`src/rtl/tlb_op_ctrl.sv`:
```
// Sequencer for TLBR/TLBWI/TLBWR/TLBP against a 16-entry TLB; also maintains the Random register.
// Optional: define TLB_PROBE_EARLY_EXIT_EN to end a probe on the first matching entry.
module tlb_op_ctrl (
    input  logic        clk,
    input  logic        rst_n,
    input  logic        opValid,
    input  logic [1:0]  opCode,
    output logic        opReady,
    output logic        opDone,
    input  logic [31:0] cp0EntryHi,
    input  logic [31:0] cp0EntryLo0,
    input  logic [31:0] cp0EntryLo1,
    input  logic [3:0]  cp0Index,
    input  logic [3:0]  cp0Wired,
    output logic [83:0] tlbConfig,
    output logic        tlbwi,
    output logic [3:0]  tlbRdIndex,
    input  logic [79:0] tlbRdEntry,
    output logic [31:0] probeResult,
    output logic        probeWe,
    output logic [31:0] readEntryHi,
    output logic [31:0] readLo0,
    output logic [31:0] readLo1,
    output logic        readWe,
    output logic [3:0]  random
);
    localparam logic [1:0] OP_TLBR  = 2'b00;
    localparam logic [1:0] OP_TLBWI = 2'b01;
    localparam logic [1:0] OP_TLBWR = 2'b10;
    localparam logic [1:0] OP_TLBP  = 2'b11;

    typedef enum logic [2:0] {IDLE, WRITE, READ, PROBE, DONE} stateT;

    stateT       stateReg, stateNext;
    logic [1:0]  opReg;
    logic [18:0] vpn2Reg;
    logic [7:0]  asidReg;
    logic [3:0]  indexReg;
    logic [3:0]  probeKReg;
    logic        hitReg;
    logic [3:0]  hitIdxReg;

    logic        accept;
    logic        isWriteOp;
    logic [79:0] newEntry;
    logic [3:0]  writeIndex;
    logic [7:0]  rdAsid;
    logic        rdG;
    logic [18:0] rdVpn2;
    logic [23:0] rdPfn1, rdPfn0;
    logic        rdD1, rdV1, rdD0, rdV0;
    logic        probeMatch;
    logic        hitNow;
    logic [3:0]  hitIdxNow;
    logic        unusedBits;

    assign accept     = opValid && (stateReg == IDLE);
    assign isWriteOp  = (opCode == OP_TLBWI) || (opCode == OP_TLBWR);
    assign writeIndex = (opCode == OP_TLBWI) ? cp0Index : random;
    assign newEntry   = {cp0EntryHi[7:0], cp0EntryLo0[0] & cp0EntryLo1[0], cp0EntryHi[31:13],
                         cp0EntryLo1[29:6], cp0EntryLo1[2], cp0EntryLo1[1],
                         cp0EntryLo0[29:6], cp0EntryLo0[2], cp0EntryLo0[1]};
    assign unusedBits = &{1'b0, cp0EntryHi[12:8], cp0EntryLo0[31:30], cp0EntryLo0[5:3],
                          cp0EntryLo1[31:30], cp0EntryLo1[5:3]};

    assign {rdAsid, rdG, rdVpn2, rdPfn1, rdD1, rdV1, rdPfn0, rdD0, rdV0} = tlbRdEntry;

    // Only the lowest matching index survives: once hitReg is set, later matches are ignored.
    assign probeMatch = (rdVpn2 == vpn2Reg) && (rdG || (rdAsid == asidReg));
    assign hitNow     = hitReg || probeMatch;
    assign hitIdxNow  = hitReg ? hitIdxReg : probeKReg;

    always_comb begin
        stateNext = stateReg;
        case (stateReg)
            IDLE: begin
                if (accept) begin
                    case (opCode)
                        OP_TLBR:  stateNext = READ;
                        OP_TLBP:  stateNext = PROBE;
                        default:  stateNext = WRITE;
                    endcase
                end
            end
            WRITE: stateNext = DONE;
            READ:  stateNext = DONE;
            PROBE: begin
`ifdef TLB_PROBE_EARLY_EXIT_EN
                if (probeMatch || (probeKReg == 4'd15)) stateNext = DONE;
`else
                if (probeKReg == 4'd15) stateNext = DONE;
`endif
            end
            DONE:    stateNext = IDLE;
            default: stateNext = IDLE;
        endcase
    end

    // Strobes decode from state so an asynchronous reset drops them at once.
    always_comb begin
        opReady    = (stateReg == IDLE);
        opDone     = (stateReg == DONE);
        tlbwi      = (stateReg == WRITE);
        probeWe    = (stateReg == DONE) && (opReg == OP_TLBP);
        readWe     = (stateReg == DONE) && (opReg == OP_TLBR);
        tlbRdIndex = 4'd0;
        if (stateReg == READ)  tlbRdIndex = indexReg;
        if (stateReg == PROBE) tlbRdIndex = probeKReg;
    end

    always_ff @(posedge clk or negedge rst_n) begin
        if (!rst_n) begin
            stateReg    <= IDLE;
            opReg       <= OP_TLBR;
            vpn2Reg     <= '0;
            asidReg     <= '0;
            indexReg    <= '0;
            probeKReg   <= '0;
            hitReg      <= 1'b0;
            hitIdxReg   <= '0;
            tlbConfig   <= '0;
            probeResult <= '0;
            readEntryHi <= '0;
            readLo0     <= '0;
            readLo1     <= '0;
            random      <= 4'd15;
        end else begin
            stateReg <= stateNext;
            random   <= (random <= cp0Wired) ? 4'd15 : random - 4'd1;
            if (accept) begin
                opReg     <= opCode;
                vpn2Reg   <= cp0EntryHi[31:13];
                asidReg   <= cp0EntryHi[7:0];
                indexReg  <= cp0Index;
                probeKReg <= 4'd0;
                hitReg    <= 1'b0;
                if (isWriteOp) tlbConfig <= {newEntry, writeIndex};
            end
            if (stateReg == READ) begin
                readEntryHi <= {rdVpn2, 5'b0, rdAsid};
                readLo1     <= {2'b0, rdPfn1, 3'b0, rdD1, rdV1, rdG};
                readLo0     <= {2'b0, rdPfn0, 3'b0, rdD0, rdV0, rdG};
            end
            if (stateReg == PROBE) begin
                probeKReg <= probeKReg + 4'd1;
                hitReg    <= hitNow;
                hitIdxReg <= hitIdxNow;
                if (stateNext == DONE)
                    probeResult <= hitNow ? {28'b0, hitIdxNow} : 32'h8000_0000;
            end
        end
    end
endmodule

```
`config.mk`:
```
export PLATFORM = sky130hd
export DESIGN_NAME = tlb_op_ctrl
export DESIGN_NICKNAME = d
export VERILOG_FILES = /design/src/rtl/tlb_op_ctrl.sv
export SDC_FILE = /design/constraint.sdc
export NUM_CORES = 1
export LEC_CHECK = 0
export CAP_MARGIN = 10
export CORE_ASPECT_RATIO = 0.9
export CORE_MARGIN = 8
export CORE_UTILIZATION = 25
export CTS_CLUSTER_SIZE = 16
export DETAILED_ROUTE_END_ITERATION = 8
export GPL_TIMING_DRIVEN = 0
export SLEW_MARGIN = 20
export SYNTH_ARGS = -nofsm -noshare
export SYNTH_HDL_FRONTEND = slang
export SYNTH_SLANG_ARGS = --single-unit
```
`constraint.sdc`:
```
create_clock -name clk -period 1.7 [get_ports clk]
set_input_delay 0.34 -clock clk [delete_from_list [all_inputs] [get_ports clk]]
set_output_delay 0.34 -clock clk [all_outputs]
set_load 0.01 [all_outputs]
```
==> key figures <==
Status
  • Status: finished with violations
  • Violated checks: negative setup slack

Run
  • MaxCap Viol Count: 0

STA
  • Final number of hold-violating endpoints: 0
  • Max_slew headroom: 57.8%
  • Max-slew violations: 0
  • Slew at the pin with the worst max-slew slack: 632 ps
  • Final setup viols: 180
  • Final min period: 2100 ps
  • Final period utilization: 123%
  • Max Freq: 0.477 GHz
  • Worst Skew: 11.1 ps
  • RSZ-0062 raised after global routing: yes
  • Final worst slack: -398 ps

Synthesis
  • Ys flop type: dfrtp_1
  • Sequential element share of the synthesized area: 57.7%
  • Yosys cell types: 38
  • Leading post-synthesis cells by instance count: dfrtp_1, mux2_2, mux2_4
  • Avg Inst Size Synth: 14.8 sq um
  • Leading cell type by number of instances after synthesis: dfrtp_1
  • Mapped cell area: 9460 sq um
  • Area leader, netlist: dfrtp_1
  • FFs w/ async S/R, synth: 100%
  • Mapped Cells: 639
  • Yosys reg bits: 218
  • Post-synth EDFFs: 0
  • Post-synth top area share: 56.6%
  • Synth area leaders: dfrtp_1, mux2_2, mux2_4, buf_4, xor2_1
  • Yosys warns: 0

Cells and area
  • Final nets: 1306
  • Core Util, Final: 41.7%
  • Final Instance Area: 15600 sq um
  • Layout cells sized above 1: 35.2%
  • N_diodes: 0
  • Final cell count without fillers: 1611
  • Layout fillers: 3557
  • Layout area overhead: 64.5%

Pwr
  • Total power divided by cell area: 1680 nW/um^2
  • Peak supply drop: 0.798 mV
  • Tot Pwr: 26.2 mW
  • P_leak: 7.34 nW

Clock tree
  • CTS Buf Count: 26
  • Clock tree buffer depth: 3
  • H-tree depth: 1
  • Sink Count: 218
  • CTS clk-pin slew, worst paths: 60 ps
  • Root Driver: clkbuf_16
  • CTS tree: built
  • Clock latency on the worst-skew pair: 530 ps

Critical path
  • Worst R2R Setup Slack: -270 ps
  • Register-to-Register Path Depth: 9
  • Startpoint types: register
  • Reg-to-Reg End: tlbConfig[4]$_DFFE_PN0P_
  • Data arrival, critical path: 1760 ps
  • CP Max Fanout: 5
  • Crit path kind: reg2out
  • Worst flop-to-flop path startpoint: stateReg[1]$_DFF_PN0_
  • CP Capture Type: output pin
  • Required time of the critical path: 1360 ps

Drt
  • Routed Antenna Nets: 0
  • Via Count: 6621
  • Drt first pass iters: 4
  • DRT Wirelength: 30700 um
  • Post-DR wirelength/cell: 19.1 um
  • Vias per inst: 4.11
  • Initial DRC count: 208
  • Drc violations: 0

Global route
  • Largest net degree at the start of global routing: 92
  • Vias in the first global route: 7302
  • GRT overflow: 0
  • First-pass GRT wire length: 46200 um
  • Initial antenna violation count: 1
  • Total GRT Usage: 13.2%

Floorplan
  • Row cnt: 67
  • Die width: 221 um
  • Die extent in y: 201 um
  • Die ar.: 44300 sq um
  • I/O pins: 414
  • Initial core utilization: 25.4%
  • CORE AREA: 37300 sq um

Placement
  • IO buf count: 356
  • Inst Count DP: 1521
  • Placed Area: 13800 sq um
  • Placer Congestion: 0.721
  • Detailed placer's ending HPWL: 22100 um

Min path
  • Hold crit path type: in2async
## worst max-delay path, stage by stage (launching register included)
cell and delay [ps]:
dfrtp_2 450, nor3b_4 250, buf_6 150, buf_8 110
nand2_2 40, o21ai_1 70, buf_2 160
## power breakdown
group          internal, mW  switching (mW)
Clock                  3.30            2.15
Combinational          6.93            4.72
Sequential             7.74            1.38
## per-layer routing
metal	share of wire [%]	global-route usage [%]	routed length, um	vias up
met2	49	22.3	15000	228
met3	8.4	5.65	2590	44
li1	-	-	-	3088
met1	41	15.6	12500	3259
met4	2.0	2.74	622	2
met5	0.042	0	13	-
## sequential cells by signal (all words and copies together), names as in the netlist, 4 cells and up
| signal | flops |
|---|---|
| readLo1 | 27 |
| probeResult | 5 |
| random | 4 |
| readEntryHi | 27 |
| indexReg | 4 |
| asidReg | 8 |
| hitIdxReg | 4 |
| readLo0 | 26 |
| probeKReg | 4 |
| tlbConfig | 84 |
| vpn2Reg | 19 |
## stage by stage
stage	hold slack, ps	TNS (ps)	worst slack (ps)
floorplan	44.4	0	68.3
global placement	462	-2171820	-9620
detailed placement	289	-96910	-1000
CTS	300	-42220	-484
global route	328	-43850	-507
finish	320	-30900	-398
## how the worst max path moves through the flow
stage,cells after the start,endpoint,from
floorplan,6,tlbRdIndex[0],stateReg[0]$_DFF_PN0_
global placement,1,readLo0[23]$_DFFE_PN0N_,rst_n
detailed placement,7,tlbRdIndex[0],stateReg[0]$_DFF_PN0_
CTS,7,tlbRdIndex[3],stateReg[2]$_DFF_PN0_
global route,6,tlbRdIndex[3],stateReg[0]$_DFF_PN0_
finish,6,tlbRdIndex[0],stateReg[0]$_DFF_PN0_
## cell families after synthesis
group           Yosys count  share of synthesized area, %
flops                   218                          57.7
fa+ha+maj                 8                          1.06
other cells               1                        0.0396
buf+inv                  83                          5.99
compound gates           35                          2.01
xor+xnor                 29                          2.68
simple gates             65                          3.61
mux                     200                          26.9
## what timing repair did
action	in CTS	in global routing
endpoints found under the setup margin	386	190
hold buffers	1	0
pin swaps	11	12
resized for setup	296	75
buffers inserted	20	11
endpoints found under the hold margin	47	0
gates cloned	10	4
## layout by cell type, fill, tap and decap left out, drive strengths merged, types with 2 or more instances in the layout
cell type,n
dfrtp,214
mux2,196
clkdlybuf4s50,172
dlygate4sd2,169
buf,117
clkbuf,53
conb,42
nand2,33
o21ai,25
xor2,24
inv,12
ha,8
nor2,6
nor4,6
xnor2,5
clkdlybuf4s15,5
nand3,4
a21oi,4
mux2i,4
dfstp,4
nor3b,4
nand3b,3
o21a,3
nor2b,2
nand4,2
nor3,2
or3,2
## cell type report
| cell class | count | area [sq um] | share of cell area (%) |
|---|---|---|---|
| buffer | 69 | 693 | 4.45 |
| multi-input combinational | 381 | 3880 | 24.9 |
| sequential | 218 | 5460 | 35.1 |
| inverter | 12 | 45.0 | 0.289 |
| clock buffer | 47 | 841 | 5.40 |
| timing repair buffer | 401 | 4040 | 26.0 |
| tap | 483 | 604 | 3.88 |
No activity file was read; power rests on OpenSTA's default activity.
